### src/rtl/trace_table_if.sv
// Bus between the DPLL control FSM and the assignment-trace stack.
`ifndef MAX_VARS_BITS
`define MAX_VARS_BITS 7
`endif

interface trace_table_if #(
  parameter int VAR_W = `MAX_VARS_BITS + 1,
  parameter int CNT_W = 7
);
  logic             clear;
  logic             push;
  logic [VAR_W-1:0] push_var;
  logic             push_val;
  logic             push_type;
  logic             pop;
  logic             pop_valid;
  logic [VAR_W-1:0] pop_var;
  logic             pop_val;
  logic             pop_type;
  logic [VAR_W-1:0] top_var;
  logic             top_val;
  logic             top_type;
  logic             empty;
  logic             full;
  logic [CNT_W-1:0] count;
  logic [CNT_W-1:0] dec_level;
  logic             overflow;
  logic             underflow;

  modport master (
    output clear, push, push_var, push_val, push_type, pop,
    input  pop_valid, pop_var, pop_val, pop_type, top_var, top_val, top_type,
    input  empty, full, count, dec_level, overflow, underflow
  );

  modport slave (
    input  clear, push, push_var, push_val, push_type, pop,
    output pop_valid, pop_var, pop_val, pop_type, top_var, top_val, top_type,
    output empty, full, count, dec_level, overflow, underflow
  );
endinterface

### src/rtl/trace_table.sv
// LIFO of solver assignments {var, val, type}; type 0 = decision, 1 = forced.
// Tracks occupancy, decision level and sticky misuse flags.
`ifndef MAX_VARS_BITS
`define MAX_VARS_BITS 7
`endif

module trace_table #(
  parameter int DEPTH = 64,
  parameter int VAR_W = `MAX_VARS_BITS + 1,
  parameter int CNT_W = $clog2(DEPTH) + 1
) (
  input  logic          clock,
  input  logic          reset_n,
  trace_table_if.slave  bus
);
  localparam int AW = $clog2(DEPTH);

  logic [VAR_W-1:0] r_mem_var  [DEPTH];
  logic             r_mem_val  [DEPTH];
  logic             r_mem_type [DEPTH];

  logic [CNT_W-1:0] r_sp;
  logic [CNT_W-1:0] r_dec;
  logic             r_pop_valid;
  logic [VAR_W-1:0] r_pop_var;
  logic             r_pop_val;
  logic             r_pop_type;
  logic             r_ovf;
  logic             r_unf;

  logic             w_empty;
  logic             w_full;
  logic [AW-1:0]    w_top_idx;
  logic [VAR_W-1:0] w_top_var;
  logic             w_top_val;
  logic             w_top_type;
  logic             w_old_d;
  logic             w_new_d;

  logic [CNT_W-1:0] w_sp_nxt;
  logic [CNT_W-1:0] w_dec_nxt;
  logic             w_pv_nxt;
  logic             w_pop_ld;
  logic             w_ovf_nxt;
  logic             w_unf_nxt;
  logic             w_we;
  logic [AW-1:0]    w_waddr;

  assign w_empty    = (r_sp == '0);
  assign w_full     = (r_sp == CNT_W'(DEPTH));
  // At sp == DEPTH the low bits wrap to 0, so the subtraction still lands on DEPTH-1.
  assign w_top_idx  = r_sp[AW-1:0] - AW'(1);
  assign w_top_var  = r_mem_var[w_top_idx];
  assign w_top_val  = r_mem_val[w_top_idx];
  assign w_top_type = r_mem_type[w_top_idx];
  assign w_old_d    = ~w_top_type;
  assign w_new_d    = ~bus.push_type;

  // Operation priority decode and next-state computation.
  always_comb begin
    w_sp_nxt  = r_sp;
    w_dec_nxt = r_dec;
    w_pv_nxt  = 1'b0;
    w_pop_ld  = 1'b0;
    w_ovf_nxt = r_ovf;
    w_unf_nxt = r_unf;
    w_we      = 1'b0;
    w_waddr   = r_sp[AW-1:0];
    if (bus.clear) begin
      w_sp_nxt  = '0;
      w_dec_nxt = '0;
      w_ovf_nxt = 1'b0;
      w_unf_nxt = 1'b0;
    end else if (bus.push && bus.pop && !w_empty) begin
      w_pop_ld  = 1'b1;
      w_pv_nxt  = 1'b1;
      w_we      = 1'b1;
      w_waddr   = w_top_idx;
      w_dec_nxt = r_dec + CNT_W'(w_new_d) - CNT_W'(w_old_d);
    end else if (bus.push && bus.pop) begin
      // Empty stack can never be full (DEPTH >= 2), so the push always lands.
      w_we      = 1'b1;
      w_sp_nxt  = r_sp + CNT_W'(1);
      w_dec_nxt = r_dec + CNT_W'(w_new_d);
      w_unf_nxt = 1'b1;
    end else if (bus.push && !w_full) begin
      w_we      = 1'b1;
      w_sp_nxt  = r_sp + CNT_W'(1);
      w_dec_nxt = r_dec + CNT_W'(w_new_d);
    end else if (bus.push) begin
      w_ovf_nxt = 1'b1;
    end else if (bus.pop && !w_empty) begin
      w_pop_ld  = 1'b1;
      w_pv_nxt  = 1'b1;
      w_sp_nxt  = r_sp - CNT_W'(1);
      w_dec_nxt = r_dec - CNT_W'(w_old_d);
    end else if (bus.pop) begin
      w_unf_nxt = 1'b1;
    end
  end

  // Control state and popped-entry registers.
  always_ff @(posedge clock or negedge reset_n) begin
    if (!reset_n) begin
      r_sp        <= '0;
      r_dec       <= '0;
      r_pop_valid <= 1'b0;
      r_pop_var   <= '0;
      r_pop_val   <= 1'b0;
      r_pop_type  <= 1'b0;
      r_ovf       <= 1'b0;
      r_unf       <= 1'b0;
    end else begin
      r_sp        <= w_sp_nxt;
      r_dec       <= w_dec_nxt;
      r_pop_valid <= w_pv_nxt;
      r_ovf       <= w_ovf_nxt;
      r_unf       <= w_unf_nxt;
      if (w_pop_ld) begin
        r_pop_var  <= w_top_var;
        r_pop_val  <= w_top_val;
        r_pop_type <= w_top_type;
      end
    end
  end

  // Entry storage; contents are never reset, only masked by sp.
  always_ff @(posedge clock) begin
    if (w_we) begin
      r_mem_var[w_waddr]  <= bus.push_var;
      r_mem_val[w_waddr]  <= bus.push_val;
      r_mem_type[w_waddr] <= bus.push_type;
    end
  end

  assign bus.pop_valid = r_pop_valid;
  assign bus.pop_var   = r_pop_var;
  assign bus.pop_val   = r_pop_val;
  assign bus.pop_type  = r_pop_type;
  assign bus.top_var   = w_empty ? '0 : w_top_var;
  assign bus.top_val   = w_empty ? 1'b0 : w_top_val;
  assign bus.top_type  = w_empty ? 1'b0 : w_top_type;
  assign bus.empty     = w_empty;
  assign bus.full      = w_full;
  assign bus.count     = r_sp;
  assign bus.dec_level = r_dec;
  assign bus.overflow  = r_ovf;
  assign bus.underflow = r_unf;
endmodule

### src/flat_wrapper.sv
// flat-port wrapper written by rule: the top's interface ports become plain ports
module trace_table_flat 
#(
  parameter int DEPTH = 64,
  parameter int VAR_W = `MAX_VARS_BITS + 1,
  parameter int CNT_W = $clog2(DEPTH) + 1
)
  (clock, reset_n, bus_clear, bus_push, bus_push_var, bus_push_val, bus_push_type, bus_pop, bus_pop_valid, bus_pop_var, bus_pop_val, bus_pop_type, bus_top_var, bus_top_val, bus_top_type, bus_empty, bus_full, bus_count, bus_dec_level, bus_overflow, bus_underflow);
  trace_table_if #(.VAR_W(VAR_W), .CNT_W(CNT_W)) bus_i ();
  input  logic clock;
  input  logic reset_n;
  input wire logic [$bits(bus_i.clear)-1:0] bus_clear;
  input wire logic [$bits(bus_i.push)-1:0] bus_push;
  input wire logic [$bits(bus_i.push_var)-1:0] bus_push_var;
  input wire logic [$bits(bus_i.push_val)-1:0] bus_push_val;
  input wire logic [$bits(bus_i.push_type)-1:0] bus_push_type;
  input wire logic [$bits(bus_i.pop)-1:0] bus_pop;
  output wire logic [$bits(bus_i.pop_valid)-1:0] bus_pop_valid;
  output wire logic [$bits(bus_i.pop_var)-1:0] bus_pop_var;
  output wire logic [$bits(bus_i.pop_val)-1:0] bus_pop_val;
  output wire logic [$bits(bus_i.pop_type)-1:0] bus_pop_type;
  output wire logic [$bits(bus_i.top_var)-1:0] bus_top_var;
  output wire logic [$bits(bus_i.top_val)-1:0] bus_top_val;
  output wire logic [$bits(bus_i.top_type)-1:0] bus_top_type;
  output wire logic [$bits(bus_i.empty)-1:0] bus_empty;
  output wire logic [$bits(bus_i.full)-1:0] bus_full;
  output wire logic [$bits(bus_i.count)-1:0] bus_count;
  output wire logic [$bits(bus_i.dec_level)-1:0] bus_dec_level;
  output wire logic [$bits(bus_i.overflow)-1:0] bus_overflow;
  output wire logic [$bits(bus_i.underflow)-1:0] bus_underflow;
  assign bus_i.clear = bus_clear;
  assign bus_i.push = bus_push;
  assign bus_i.push_var = bus_push_var;
  assign bus_i.push_val = bus_push_val;
  assign bus_i.push_type = bus_push_type;
  assign bus_i.pop = bus_pop;
  assign bus_pop_valid = bus_i.pop_valid;
  assign bus_pop_var = bus_i.pop_var;
  assign bus_pop_val = bus_i.pop_val;
  assign bus_pop_type = bus_i.pop_type;
  assign bus_top_var = bus_i.top_var;
  assign bus_top_val = bus_i.top_val;
  assign bus_top_type = bus_i.top_type;
  assign bus_empty = bus_i.empty;
  assign bus_full = bus_i.full;
  assign bus_count = bus_i.count;
  assign bus_dec_level = bus_i.dec_level;
  assign bus_overflow = bus_i.overflow;
  assign bus_underflow = bus_i.underflow;
  trace_table #(.DEPTH(DEPTH), .VAR_W(VAR_W), .CNT_W(CNT_W)) u_core (.clock(clock), .reset_n(reset_n), .bus(bus_i));
endmodule
### config.mk
export PLATFORM = sky130hd
export DESIGN_NAME = trace_table_flat
export DESIGN_NICKNAME = d
export VERILOG_FILES = /design/src/rtl/trace_table_if.sv /design/src/rtl/trace_table.sv /design/src/flat_wrapper.sv
export SDC_FILE = /design/constraint.sdc
export NUM_CORES = 1
export LEC_CHECK = 0
export CAP_MARGIN = 20
export CORE_MARGIN = 2
export CORE_UTILIZATION = 30
export DETAILED_ROUTE_END_ITERATION = 6
export HOLD_SLACK_MARGIN = 0.08
export SETUP_SLACK_MARGIN = 0.3
export SLEW_MARGIN = 20
export SYNTH_ARGS = -nofsm -noshare
export SYNTH_HDL_FRONTEND = slang
export SYNTH_SLANG_ARGS = --single-unit
### constraint.sdc
create_clock -name clock -period 5.73 [get_ports clock]
set_clock_uncertainty 0.15 [all_clocks]
set_input_delay 1.146 -clock clock [delete_from_list [all_inputs] [get_ports clock]]
set_output_delay 1.146 -clock clock [all_outputs]
set_load 0.02 [all_outputs]
# Word level (Yosys, flattened, before mapping)
# Memory sizes are Yosys's and may differ from the RTL's.
# Cells that the tools add are included.
[classes]
add_sub_neg = 6
n_eq_ne = 9
n_mux = 41
bitwise = 2
n_reduce_logical = 15
[ops]
columns = ["cell", "n"]
rows = [
  ["$mux W7", 12],
  ["$mux W1", 26],
  ["$sub A7 B1 Y7", 2],
  ["$mux W6", 2],
  ["$ne A3 B2 Y1 const B", 3],
  ["$mux W8", 1],
  ["$add A7 B1 Y7", 1],
  ["$add A7 B1 Y7 const B", 1],
  ["$eq A7 B7 Y1 const B", 1],
  ["$logic_not A7 Y1", 1],
  ["$sub A7 B1 Y7 const B", 1],
  ["$ne A2 B2 Y1 const B", 3],
  ["$sub A6 B1 Y6 const B", 1],
  ["$ne A5 B2 Y1 const B", 1],
  ["$reduce_and A5 Y1", 1],
  ["$reduce_bool A5 Y1", 1],
  ["$logic_and A1 B1 Y1", 4],
  ["$ne A4 B2 Y1 const B", 1],
  ["$reduce_and A4 Y1", 1],
  ["$reduce_bool A4 Y1", 1],
  ["$reduce_and A3 Y1", 1],
  ["$reduce_bool A3 Y1", 1],
  ["$logic_not A1 Y1", 2],
  ["$not A1 Y1", 2],
  ["2 further kinds", 2],
]
[word_totals]
reg_bits = 27
ramBits = 640
inputBits = 15
output_inout_bits = 39
elab_cells = 84
memories = 3
[memory_table]
columns = ["memory", "words", "width", "rd", "rd_clocked_by_memory_dff", "write_ports", "line_no", "source"]
rows = [
  ["u_core.r_mem_var", 64, 8, 1, 0, 1, "trace_table.sv:18", "logic [VAR_W-1:0] r_mem_var [DEPTH];"],
  ["u_core.r_mem_type", 64, 1, 1, 0, 1, "trace_table.sv:20", "logic r_mem_type [DEPTH];"],
  ["u_core.r_mem_val", 64, 1, 1, 0, 1, "trace_table.sv:19", "logic r_mem_val [DEPTH];"],
]

# Logic depth before layout (Yosys ltp)
# An unclocked memory read counts as a cell.
[logic_depth]
word_depth = 10
ltp_mapped = 19
depth_no_buf = 14

# Worst setup path after synthesis
# Ideal clock, no wire load.
[synth_path]
path_kind = "register -> output"
from = "reg u_core.r_sp[0], in the netlist u_core.bus.count[0]"
to = "out bus_top_var[6]"
arrival_ns = 3.744
t_required_ns = 4.434
slack_ns = 0.690
path_stages_with_launch = 14
path_buffers = 5
path_cell_list = "dfrtp_1 buf_2 buf_1 inv_2 buf_1 ha_1 buf_2 inv_1 buf_1 mux4_2 mux2i_1 a32oi_1 a32oi_1 nor2_1"
[synth_between]
elab_chain_cells = 3
word_cells_on_any_way = 4
cone_classes = "add/sub (1); mux (1); reduce/logical (1); memory (1)"
[synth_lines]
columns = ["element", "line_no", "source"]
rows = [
  ["start, declared", "trace_table.sv:22", "logic [CNT_W-1:0] r_sp;"],
  ["start signal, assigned", "trace_table.sv:114", "r_sp <= w_sp_nxt;"],
  ["$sub A6 B1 Y6", "trace_table.sv:52", "assign w_top_idx = r_sp[AW-1:0] - AW'(1);"],
  ["$mem_v2 Z64 W8", "n/a", ""],
  ["$mux W8 (*)", "trace_table.sv:140", "assign bus.top_var = w_empty ? '0 : w_top_var;"],
  ["end, declared", "flat_wrapper.sv:22", "output wire logic [$bits(bus_i.top_var)-1:0] bus_top_var;"],
]
# Mark *: on every way between the ends. The rest lies on a longest branch, timed or not.

# Worst setup path in the final report
[layout_path]
from = "reg u_core.r_sp[0], in the netlist u_core.bus.count[0]"
to = "out bus_top_var[2]"
# The elaborated chain is that of the path after synthesis.

==> out/qor.csv <==
stage;metric;value;unit
outcome;status;finished with violations;
outcome;failed_checks;design-rule violations;
setup_path;worst-path-buf-inv;4;
global_route;grt_max_degree;92;
clock_network;ctsLongestPathBuffers;3;
synthesis;ys_seq_area_frac;0.7388;
setup_path;worst_r2r_path_depth;9;
final_layout;fillers;8182;
die;core;88650;um^2
global_route;grt_pass1_vias;13836;
global_route;antenna_found_initial;2;
final_layout;layout_commonest_cell;edfxtp_1;
global_route;grt_pass1_wl;96160;um
sta;tightest_slew;1.293;ns
clock_network;cts_tree;built;
die;rows;109;
routing;drc;1;
synthesis;ys_seq_elements;667;
worst_hold_path;holdPathEnd;u_core.bus.pop_var[6];
final_layout;fin_area;31850;um^2
setup_path;rrSetupSlack;1.01;ns
die;die_h;303.6;um
synthesis;ys.flop_type;edfxtp_1;
synthesis;ys_warn_count;0;
synthesis;synth.avg_cell_area;19.36;um^2
synthesis;synthesis.area;26930;um^2
pwr;vdd_drop_max;0.3822;mV
sta;drv_slew;0;
setup_path;rr_startpoint;u_core.bus.count[0];
setup_path;startpoint;u_core.bus.count[0];
sta;fin_crit_sh;0.9609;
die;dieWidth;303.6;um
final_layout;layout.nets;1547;
setup_path;cp_top_family;compound AO/OA/AOI/OAI gates;
final_layout;antenna_cells;0;
placement;dp_hpwl;39870;um
worst_hold_path;min_path_type;register to register;
global_route;overflow;0;
die;io_pins;54;
setup_path;critPathRequiredTime;4.43;ns
clock_network;htreeDepth;3;
synthesis;synth_top_area_cell;edfxtp_1;
setup_path;end_kind;output pin;
placement;io_buffer_count;53;
synthesis;synth_cells;1391;
clock_network;clock_latency;0.60;ns
placement;place_area;29220;um^2
setup_path;crit_slowest_cell;a221oi_1;
routing;viasPerCell;5.100;
final_layout;synthToLayoutAreaGrowth;18.28;%
setup_path;cp_common_cell;inv_2;
synthesis;synth_top_area_share;0.7138;
synthesis;synth_cell_types;63;
worst_hold_path;min_path_cells;2;
clock_network;clock_sinks;667;
pwr;power_leakage;0.01025;uW
final_layout;layout_common_cells;640 x edfxtp_1, 160 x mux4_2, 97 x nor2_1, 86 x buf_4, 84 x nand2_1;
sta;whs;0.3382;ns
clock_network;numCtsBuffers;69;
die;initial_core_util;0.3037;
routing;vias;13979;
die;die_area;92160;um^2
routing;wl;66400;um
synthesis;synth-edff-count;640;
setup_path;crit_arrival;4.21;ns
synthesis;async_reset_ff_frac;0.04048;
setup_path;path_cells;inv_2 > ha_4 > inv_2 > clkbuf_16 > mux4_2 > mux2i_1 > a221oi_1 > a32oi_1 > nor2_2 > buf_4;
clock_network;clockRootBuffer;clkbuf_16;
run;cap_violations;0;
routing;wl_per_cell;24.22;um
setup_path;critical_path.max_fanout;20;
synthesis;syn_nets;1415;
setup_path;slowest_delay;0.65;ns
sta;rsz0062_at_grt;yes;
sta;setup_violations;0;
clock_network;path_clk_slew;0.06;ns
sta;slew-limit-headroom;0.1330;
routing;drt.antenna.violating_nets;0;
routing;first_pass_iters;7;
synthesis;synth.area.top_cells;edfxtp_1 71%, mux4_2 13%, dfrtp_1 2.5%;
sta;setup-tns-final;0;ns
final_layout;drive_gt1_frac;0.2652;
sta;timing.final.hold_violations;0;
sta;fmax;181.6;MHz
setup_path;worstSetupPathType;register to output pin;
worst_hold_path;min_from;u_core.bus.pop_var[6];
pwr;pwr_density_cell;568.1;nW/um^2
sta;period_needed;5.506;ns
setup_path;critPathLaunchType;register;
routing;drt_iter0_drc;1570;
global_route;track_usage;0.1427;
setup_path;rr_endpoint;u_core.r_mem_var[24][2];
placement;gp_congestion;0.8507;
-- area by class of cell --
| class | count | area (um^2) | area share |
|---|---|---|---|
| Timing Repair Buffer | 144 | 1314 | 0.04125 |
| Tap cell | 1165 | 1458 | 0.04577 |
| Clock buffer | 80 | 1810 | 0.05685 |
| Inverter | 14 | 52.55 | 0.001650 |
| Clock inverter | 44 | 504.2 | 0.01583 |
| Multi-Input combinational cell | 627 | 6812 | 0.2139 |
| Sequential cell | 667 | 19900 | 0.6248 |
-- worst max-delay path by stage --
stage                endpoint  slack, ns  cells past startpoint
6_report       bus_top_var[2]       0.22                     10
5_1_grt           bus_top_val       0.19                     11
4_1_cts        bus_top_var[1]       0.25                     10
3_5_place_dp      bus_top_val       0.64                     10
3_3_place_gp      bus_top_val       0.62                     10
2_1_floorplan  bus_top_var[6]       0.69                     13
-- per-layer routing --
| metal | part of all wire | vias up | global-route usage |
|---|---|---|---|
| met2 | 0.47 | 566 | 0.2219 |
| met1 | 0.43 | 7359 | 0.1990 |
| met5 | 0.00026 | - | 0 |
| met3 | 0.078 | 94 | 0.03398 |
| met4 | 0.022 | 4 | 0.04283 |
| li1 | - | 5956 | - |
-- sequential cells by signal, summed over array words and instances (netlist names), 7 cells and up --
name,cells
u_core.bus.pop_var,8
u_core.r_mem_var,512
u_core.r_mem_val,64
u_core.bus.dec_level,7
u_core.bus.count,7
u_core.r_mem_type,64
-- logic make-up (layout without fill, tap and decap cells) --
kind of cell	after synthesis	count (layout)	share of synthesized area
AOI/OAI and AO/OA	117	117	0.03490
and+or+nand+nor	264	264	0.04382
adders and majority gates	9	9	0.004182
muxes	215	215	0.1544
DFF	667	667	0.7388
xor gates and xnor gates	22	22	0.007435
buffers and inverters	97	282	0.01645
-- power by group --
part / total [uW] / internal (uW) / switching, uW
clock network: 4600 / 2760 / 1830
registers: 5690 / 5520 / 165
logic: 7810 / 3040 / 4760
-- tightest hold or removal path, stage by stage, from the launching register on --
cell and delay [ns]:
dfrtp_1 0.34, nand2_1 0.04, o21ai_0 0.06
-- metrics by stage --
stage               instances  utilization  power [uW]  setup slack [ns]
global placement         2611       0.3295       12970            0.6212
floorplan                1391            -       10220            0.6902
finish                   2741       0.3593       18090            0.2242
global route             2741       0.3593       18730            0.1870
detailed placement       2611       0.3296       13030            0.6420
CTS                      2737       0.3573       17910            0.2541
-- Yosys cell counts (3+ instances only) --
| cell type | n |
|---|---|
| edfxtp_1 | 640 |
| mux4_2 | 160 |
| nor2_1 | 106 |
| nand2_1 | 84 |
| mux2i_1 | 53 |
| a32oi_1 | 41 |
| clkbuf_1 | 38 |
| buf_2 | 30 |
| dfrtp_1 | 27 |
| o21ai_0 | 16 |
| a21oi_1 | 13 |
| a221oi_1 | 13 |
| inv_1 | 13 |
| xnor2_1 | 13 |
| nand3_1 | 12 |
| nor3_1 | 12 |
| nand2b_1 | 11 |
| ha_1 | 9 |
| or3_1 | 9 |
| buf_1 | 8 |
| xor2_1 | 8 |
| a31oi_1 | 6 |
| nor2b_1 | 5 |
| a211oi_1 | 4 |
| buf_6 | 4 |
| nor4_1 | 4 |
| and2_1 | 3 |
| buf_4 | 3 |
| nor3b_1 | 3 |
| o22ai_1 | 3 |
| or2_2 | 3 |
-- what timing repair did --
item,4_1_cts,5_1_grt
pin swaps,1,6
endpoints found under the setup margin,8,10
setup buffers,1,0
resized for setup,17,20
cloned,1,2
hold buffers,0,0
Note: power is estimated with default switching activity, not from simulation.
